`src/rtl/ex_core_pkg.sv`:
```
// Shared ALU opcode encoding and RV32I OP/OP-IMM field decoding for the
// ex_core decode/ALU pair.
package ex_core_pkg;

  typedef enum logic [3:0] {
    ALU_ADD  = 4'd0,
    ALU_SUB  = 4'd1,
    ALU_AND  = 4'd2,
    ALU_OR   = 4'd3,
    ALU_XOR  = 4'd4,
    ALU_SLL  = 4'd5,
    ALU_SRL  = 4'd6,
    ALU_SRA  = 4'd7,
    ALU_SLT  = 4'd8,
    ALU_SLTU = 4'd9
  } alu_op_t;

  localparam logic [6:0] OPC_OP     = 7'b0110011;
  localparam logic [6:0] OPC_OP_IMM = 7'b0010011;
  localparam logic [6:0] F7_ALT     = 7'b0100000;

  typedef struct packed {
    logic    legal;
    logic    is_r;
    logic    is_shift_imm;
    alu_op_t op;
  } dec_t;

  function automatic alu_op_t base_op(input logic [2:0] f3);
    alu_op_t op;
    case (f3)
      3'b000:  op = ALU_ADD;
      3'b001:  op = ALU_SLL;
      3'b010:  op = ALU_SLT;
      3'b011:  op = ALU_SLTU;
      3'b100:  op = ALU_XOR;
      3'b101:  op = ALU_SRL;
      3'b110:  op = ALU_OR;
      default: op = ALU_AND;
    endcase
    return op;
  endfunction

  function automatic dec_t decode_fields(input logic [6:0] opc,
                                         input logic [2:0] f3,
                                         input logic [6:0] f7);
    dec_t d;
    d.legal        = 1'b0;
    d.is_r         = 1'b0;
    d.is_shift_imm = 1'b0;
    d.op           = base_op(f3);
    if (opc == OPC_OP) begin
      d.is_r = 1'b1;
      if (f7 == 7'b0000000) begin
        d.legal = 1'b1;
      end else if (f7 == F7_ALT && f3 == 3'b000) begin
        d.legal = 1'b1;
        d.op    = ALU_SUB;
      end else if (f7 == F7_ALT && f3 == 3'b101) begin
        d.legal = 1'b1;
        d.op    = ALU_SRA;
      end
    end else if (opc == OPC_OP_IMM) begin
      d.legal = 1'b1;
      if (f3 == 3'b001) begin
        d.is_shift_imm = 1'b1;
        d.legal        = (f7 == 7'b0000000);
      end else if (f3 == 3'b101) begin
        d.is_shift_imm = 1'b1;
        if (f7 == F7_ALT) d.op = ALU_SRA;
        else              d.legal = (f7 == 7'b0000000);
      end
    end
    return d;
  endfunction

endpackage

```
`src/rtl/ex_core_decode_if.sv`:
```
// Issue handshake, ALU-facing output slot and register writeback port of
// the decode stage.
interface ex_core_decode_if
  import ex_core_pkg::*;
#(
  parameter int XLEN = 32
);
  logic            in_valid;
  logic [31:0]     in_instr;
  logic            in_ready;
  logic            out_valid;
  logic            out_ready;
  logic [XLEN-1:0] out_operand1;
  logic [XLEN-1:0] out_operand2;
  alu_op_t         out_op;
  logic [4:0]      out_rd;
  logic            wb_en;
  logic [4:0]      wb_rd;
  logic [XLEN-1:0] wb_data;
  logic            illegal;

  modport master (
    output in_valid, in_instr, out_ready, wb_en, wb_rd, wb_data,
    input  in_ready, out_valid, out_operand1, out_operand2, out_op, out_rd, illegal
  );

  modport slave (
    input  in_valid, in_instr, out_ready, wb_en, wb_rd, wb_data,
    output in_ready, out_valid, out_operand1, out_operand2, out_op, out_rd, illegal
  );
endinterface

```
`src/rtl/ex_core_rf.sv`:
```
// Register file with two combinational read ports, one write port,
// write-through bypass and x0 hardwired to zero.
module ex_core_rf #(
  parameter int NUM_REGS = 32,
  parameter int XLEN     = 32
) (
  input  logic            clk,
  input  logic            rst,
  input  logic [4:0]      i_ra1,
  input  logic [4:0]      i_ra2,
  input  logic            i_we,
  input  logic [4:0]      i_wa,
  input  logic [XLEN-1:0] i_wd,
  output logic [XLEN-1:0] o_rd1,
  output logic [XLEN-1:0] o_rd2
);
  logic [XLEN-1:0] r_regs [NUM_REGS];

  always_ff @(posedge clk or posedge rst) begin
    if (rst) begin
      for (int i = 0; i < NUM_REGS; i++) r_regs[i] <= '0;
    end else if (i_we && i_wa != 5'd0) begin
      r_regs[i_wa] <= i_wd;
    end
  end

  // A write landing this cycle is visible to a read of the same index.
  always_comb begin
    o_rd1 = '0;
    o_rd2 = '0;
    if (i_ra1 != 5'd0) o_rd1 = (i_we && i_wa == i_ra1) ? i_wd : r_regs[i_ra1];
    if (i_ra2 != 5'd0) o_rd2 = (i_we && i_wa == i_ra2) ? i_wd : r_regs[i_ra2];
  end
endmodule

```
`src/rtl/ex_core_decode.sv`:
```
// Decode/issue stage for RV32I OP and OP-IMM: scoreboarded operand read
// into a single registered slot that feeds ex_core_alu.
module ex_core_decode
  import ex_core_pkg::*;
#(
  parameter int NUM_REGS = 32,
  parameter int XLEN     = 32
) (
  input logic             clk,
  input logic             rst,
  ex_core_decode_if.slave bus
);
  logic [4:0]          w_rs1, w_rs2, w_rd;
  dec_t                w_dec;
  logic [XLEN-1:0]     w_rd1, w_rd2, w_opnd2;
  logic [NUM_REGS-1:0] r_pend, w_pend_eff, w_set, w_clr;
  logic                w_hazard, w_accept, w_load;
  logic                r_valid, r_illegal;
  logic [XLEN-1:0]     r_op1, r_op2;
  alu_op_t             r_op;
  logic [4:0]          r_rd;

  assign w_rs1 = bus.in_instr[19:15];
  assign w_rs2 = bus.in_instr[24:20];
  assign w_rd  = bus.in_instr[11:7];
  assign w_dec = decode_fields(bus.in_instr[6:0], bus.in_instr[14:12], bus.in_instr[31:25]);

  ex_core_rf #(.NUM_REGS(NUM_REGS), .XLEN(XLEN)) u_rf (
    .clk   (clk),
    .rst   (rst),
    .i_ra1 (w_rs1),
    .i_ra2 (w_rs2),
    .i_we  (bus.wb_en),
    .i_wa  (bus.wb_rd),
    .i_wd  (bus.wb_data),
    .o_rd1 (w_rd1),
    .o_rd2 (w_rd2)
  );

  // A writeback this cycle already resolves its dependency, so it must not stall.
  always_comb begin
    w_pend_eff = r_pend;
    w_clr      = '0;
    w_set      = '0;
    if (bus.wb_en) begin
      w_pend_eff[bus.wb_rd] = 1'b0;
      w_clr[bus.wb_rd]      = 1'b1;
    end
    if (w_load && w_rd != 5'd0) w_set[w_rd] = 1'b1;
  end

  assign w_hazard = w_dec.legal &&
                    (w_pend_eff[w_rs1] || (w_dec.is_r && w_pend_eff[w_rs2]) || w_pend_eff[w_rd]);
  assign bus.in_ready = !w_hazard && (!r_valid || bus.out_ready);
  assign w_accept = bus.in_valid && bus.in_ready;
  assign w_load   = w_accept && w_dec.legal;

  always_comb begin
    if (w_dec.is_shift_imm) w_opnd2 = {{(XLEN-5){1'b0}}, bus.in_instr[24:20]};
    else if (w_dec.is_r)    w_opnd2 = w_rd2;
    else                    w_opnd2 = {{(XLEN-12){bus.in_instr[31]}}, bus.in_instr[31:20]};
  end

  // Output slot: loads on a legal accept, otherwise drains on out_ready.
  always_ff @(posedge clk or posedge rst) begin
    if (rst) begin
      r_valid   <= 1'b0;
      r_illegal <= 1'b0;
      r_op1     <= '0;
      r_op2     <= '0;
      r_op      <= ALU_ADD;
      r_rd      <= '0;
      r_pend    <= '0;
    end else begin
      if (w_load) begin
        r_valid <= 1'b1;
        r_op1   <= w_rd1;
        r_op2   <= w_opnd2;
        r_op    <= w_dec.op;
        r_rd    <= w_rd;
      end else if (r_valid && bus.out_ready) begin
        r_valid <= 1'b0;
      end
      r_illegal <= w_accept && !w_dec.legal;
      r_pend    <= (r_pend & ~w_clr) | w_set;
    end
  end

  assign bus.out_valid    = r_valid;
  assign bus.out_operand1 = r_op1;
  assign bus.out_operand2 = r_op2;
  assign bus.out_op       = r_op;
  assign bus.out_rd       = r_rd;
  assign bus.illegal      = r_illegal;
endmodule
```
`src/flat_wrapper.sv`:
```
// flat-port wrapper written by rule: the top's interface ports become plain ports
module ex_core_decode_flat import ex_core_pkg::*;
#(
  parameter int NUM_REGS = 32,
  parameter int XLEN     = 32
)
  (clk, rst, bus_in_valid, bus_in_instr, bus_out_ready, bus_wb_en, bus_wb_rd, bus_wb_data, bus_in_ready, bus_out_valid, bus_out_operand1, bus_out_operand2, bus_out_op, bus_out_rd, bus_illegal);
  ex_core_decode_if #(.XLEN(XLEN)) bus_i ();
  input logic clk;
  input logic rst;
  input wire logic [$bits(bus_i.in_valid)-1:0] bus_in_valid;
  input wire logic [$bits(bus_i.in_instr)-1:0] bus_in_instr;
  input wire logic [$bits(bus_i.out_ready)-1:0] bus_out_ready;
  input wire logic [$bits(bus_i.wb_en)-1:0] bus_wb_en;
  input wire logic [$bits(bus_i.wb_rd)-1:0] bus_wb_rd;
  input wire logic [$bits(bus_i.wb_data)-1:0] bus_wb_data;
  output wire logic [$bits(bus_i.in_ready)-1:0] bus_in_ready;
  output wire logic [$bits(bus_i.out_valid)-1:0] bus_out_valid;
  output wire logic [$bits(bus_i.out_operand1)-1:0] bus_out_operand1;
  output wire logic [$bits(bus_i.out_operand2)-1:0] bus_out_operand2;
  output wire logic [$bits(bus_i.out_op)-1:0] bus_out_op;
  output wire logic [$bits(bus_i.out_rd)-1:0] bus_out_rd;
  output wire logic [$bits(bus_i.illegal)-1:0] bus_illegal;
  assign bus_i.in_valid = bus_in_valid;
  assign bus_i.in_instr = bus_in_instr;
  assign bus_i.out_ready = bus_out_ready;
  assign bus_i.wb_en = bus_wb_en;
  assign bus_i.wb_rd = bus_wb_rd;
  assign bus_i.wb_data = bus_wb_data;
  assign bus_in_ready = bus_i.in_ready;
  assign bus_out_valid = bus_i.out_valid;
  assign bus_out_operand1 = bus_i.out_operand1;
  assign bus_out_operand2 = bus_i.out_operand2;
  assign bus_out_op = bus_i.out_op;
  assign bus_out_rd = bus_i.out_rd;
  assign bus_illegal = bus_i.illegal;
  ex_core_decode #(.NUM_REGS(NUM_REGS), .XLEN(XLEN)) u_core (.clk(clk), .rst(rst), .bus(bus_i));
endmodule
```
`config.mk`:
```
export PLATFORM = sky130hd
export DESIGN_NAME = ex_core_decode_flat
export DESIGN_NICKNAME = d
export VERILOG_FILES = /design/src/rtl/ex_core_pkg.sv /design/src/rtl/ex_core_decode_if.sv /design/src/rtl/ex_core_rf.sv /design/src/rtl/ex_core_decode.sv /design/src/flat_wrapper.sv
export SDC_FILE = /design/constraint.sdc
export NUM_CORES = 2
export LEC_CHECK = 0
export ABC_AREA = 1
export CAP_MARGIN = 20
export CORE_ASPECT_RATIO = 1.25
export CORE_MARGIN = 4
export CORE_UTILIZATION = 35
export CTS_BUF_LIST = sky130_fd_sc_hd__clkbuf_4 sky130_fd_sc_hd__clkbuf_8
export DETAILED_ROUTE_END_ITERATION = 12
export PLACE_DENSITY_LB_ADDON = 0.15
export REMOVE_ABC_BUFFERS = 1
export SYNTH_ARGS = -nofsm -noshare
export SYNTH_HDL_FRONTEND = slang
export SYNTH_SLANG_ARGS = --single-unit
```
`constraint.sdc`:
```
create_clock -name clk -period 63.4 [get_ports clk]
set_input_delay 6.34 -clock clk [delete_from_list [all_inputs] [get_ports clk]]
set_output_delay 6.34 -clock clk [all_outputs]
set_load 0.005 [all_outputs]
```
==> impl_metrics.json <==
{
  "cts-root-buf": "clkbuf_8",
  "cp.arrival_ns": 10.30,
  "place_congestion": 0.908,
  "ctsResizeCount": 0,
  "wl_per_cell_um": 27.1,
  "drt_iter0_drc": 7356,
  "vdd_drop_max_mv": 0.0242,
  "fin_nets": 7775,
  "clock_skew_ns": 0.0609,
  "crit_type": "input port to primary output",
  "r2r_setup_slack_ns": 60.39,
  "post_cts_buffers": 0,
  "p_per_area_nw_per_um2": 30.8,
  "rsz0062_at_grt": "false",
  "syn_inst": 8015,
  "grt_max_degree": 167,
  "maxCapViolations": 0,
  "antenna_found_initial": 9,
  "rr_worst_depth": 15,
  "pin_count": 150,
  "period_needed_ns": 16.64,
  "ys_dominant_reg_cell": "dfrtp_1",
  "pwr-share-seq_pct": 45.4,
  "status": "complete, no violations",
  "total_power_mw": 2.07,
  "max_freq_mhz": 60.1,
  "viasPerCell": 5.88,
  "clock-sinks": 1131,
  "cts_tree": "yes",
  "ys_warn_count": 0,
  "crit_fanout": 67,
  "synth_edf_count": 0,
  "setup_tns_ns": 0,
  "dpl-instance-area_sq_um": 63000,
  "leakage_nw": 29.8,
  "via_count": 59382,
  "routed_wl_mm": 274,
  "start_util_pct": 35.2,
  "switching_share_pct": 32.7,
  "clock_latency_ns": 0.97,
  "clock_path_buffers": 3,
  "grt_pass1_vias": 56976,
  "cp-start-kind": "input port",
  "p_clk_share_pct": 35.8,
  "final_util_pct": 39.2,
  "postCtsHoldBufs": 0,
  "hold_class": "register to register",
  "fp.dieArea_sq_um": 179000,
  "end_kind": "primary output",
  "worstMarginPinSlew_ns": 1.20,
  "synth_area_sq_um": 60400,
  "grt_usage_pct": 29.8,
  "syn2layout_area_growth_pct": 11.5,
  "hold_start": "u_core.u_rf.r_regs[1008]",
  "slew_viol_final": 0,
  "clk_pin_slew_ns": 0.06,
  "internal_power_mw": 1.40,
  "synthArstFlopShare_pct": 100,
  "holdWs_ns": 0.399,
  "overflow": 0,
  "post-route-period-util_pct": 26.2,
  "fin_area_sq_um": 67400,
  "cts_made_buffers": 194,
  "nFillCells": 17770,
  "dp_hpwl_mm": 152,
  "max-slew-margin-rel_pct": 20.2,
  "port_buffers": 149,
  "synth_top_area_cell": "dfrtp_1",
  "timing.rr.start": "u_core.r_pend[27]",
  "crit_required_ns": 57.06,
  "layout-drive-gt1-share_pct": 7.09,
  "route.detailed.drc": 0,
  "yosysUniqueCellTypes": 42,
  "worstHoldEndpoint": "u_core.u_rf.r_regs[1008]",
  "htreeDepth": 4,
  "hold_viol": 0,
  "rr_endpoint": "u_core.r_pend[1]",
  "holdPathStages": 0,
  "ys_seq_elements": 1131,
  "detail-route-antenna-nets": 0,
  "ys_top_cells_by_area": "dfrtp_1 (47%), o21ai_0 (15%), nand2_1 (10%)",
  "core_sq_um": 172000,
  "setup_viol": 0,
  "yosysMostFrequentCell": "o21ai_0",
  "num_rows": 170,
  "share_comb_of_total_power_pct": 18.8,
  "ys_seq_area_share_pct": 46.8,
  "firstDrtPassIters": 6,
  "grt_pass1_wl_mm": 400,
  "yosys-top-cells-count": "o21ai_0 (1833), nand2_1 (1683), dfrtp_1 (1131)",
  "avgSynthCellArea_sq_um": 7.54,
  "p_sw_uw": 677,
  "die_h_um": 473,
  "fp.dieW_um": 380,
  "synth_top_area_share_pct": 46.8
}
## worst max-delay path, cell delays in order
cell and delay, ns:
clkdlybuf4s50_1 0.71, nand2_2 0.16, nor2_4 0.49, nand2_4 0.69
nand2_1 0.28, nand2_1 0.07, nand2_1 0.08, nor2_1 0.06
nand2_1 0.06, nand2_1 0.07, nor2_1 0.16, nor2_1 0.06
nor2_1 0.09, nor2_1 0.06, nor2_2 0.21, nor2_1 0.08
nor2_1 0.09, clkdlybuf4s50_1 0.50
## logic make-up after synthesis
kind of cell / share of synthesized area (%)
and+or+nand+nor: 16.2
buffers and inverters: 8.71
DFF: 46.8
xor gates and xnor gates: 0.0435
AOI/OAI and AO/OA: 28.2
## how the worst max path moves through the flow
stage	slack (ns)	from	to	cells past startpoint
2_1_floorplan	25.21	rst	u_core.bus.illegal	1
3_3_place_gp	46.75	bus_wb_en	bus_in_ready	18
3_5_place_dp	46.80	bus_wb_en	bus_in_ready	18
4_1_cts	46.78	bus_wb_rd[3]	bus_in_ready	14
5_1_grt	46.43	bus_wb_en	bus_in_ready	18
6_report	46.76	bus_wb_en	bus_in_ready	18
## metal layers
metal / global-route usage (%) / up-vias / wire [um]
li1: - / 26608 / -
met1: 39.3 / 28985 / 113000
met2: 47.4 / 3114 / 124000
met3: 4.98 / 673 / 22900
met4: 14.8 / 2 / 14400
met5: 0 / - / 8
## power by group through the flow
stage               Combinational [mW]  Clock, mW  Sequential [mW]
global placement                 0.380          0            0.946
CTS                              0.387      0.756            0.937
global route                     0.440      0.787            0.955
detailed placement               0.385          0            0.948
finish                           0.389      0.743            0.941
floorplan                        0.245          0            0.928
## registers in the layout, indices dropped and copies added (netlist names)
name	cells
u_core.u_rf.r_regs	1024
u_core.bus.illegal	1
u_core.bus.out_op	4
u_core.bus.out_valid	1
u_core.r_pend	32
u_core.bus.out_operand1	32
u_core.bus.out_rd	5
u_core.bus.out_operand2	32
## stage by stage
step	setup slack, ns	std cells
2_1_floorplan	25.21	7235
3_3_place_gp	46.75	9739
3_5_place_dp	46.80	9739
4_1_cts	46.78	10090
5_1_grt	46.43	10093
6_report	46.76	10100
## cell type report
type,instances,area [sq um],share of cell area (%)
repair buffers,270,2580,3.83
clock inverters,30,263,0.390
inverters,589,2260,3.35
flip-flops and latches,1131,28300,42.0
diodes,8,20.0,0.0297
multi-input cells,5515,27100,40.3
well taps,2236,2800,4.15
clock buffers,321,4030,5.98
## layout by cell type (no fill, tap or decap), types with 7 or more instances in the layout
cell type        count
a21oi_1            621
a221oi_1            28
a22oi_1             78
a31oi_1              8
buf_12              11
buf_4              112
clkbuf_4            62
clkbuf_8           259
clkdlybuf4s50_1    139
clkinv_2            21
dfrtp_1           1131
diode_2              8
inv_1              570
nand2_1           1664
nand2_4             20
nand3_1            355
nor2_1             343
nor2_4              19
nor3_1               7
o2111ai_1           25
o211ai_1           221
o21ai_0           1833
o21ai_1             71
o221ai_1           169
o22ai_1             10
No activity file was read; power rests on OpenSTA's default activity.
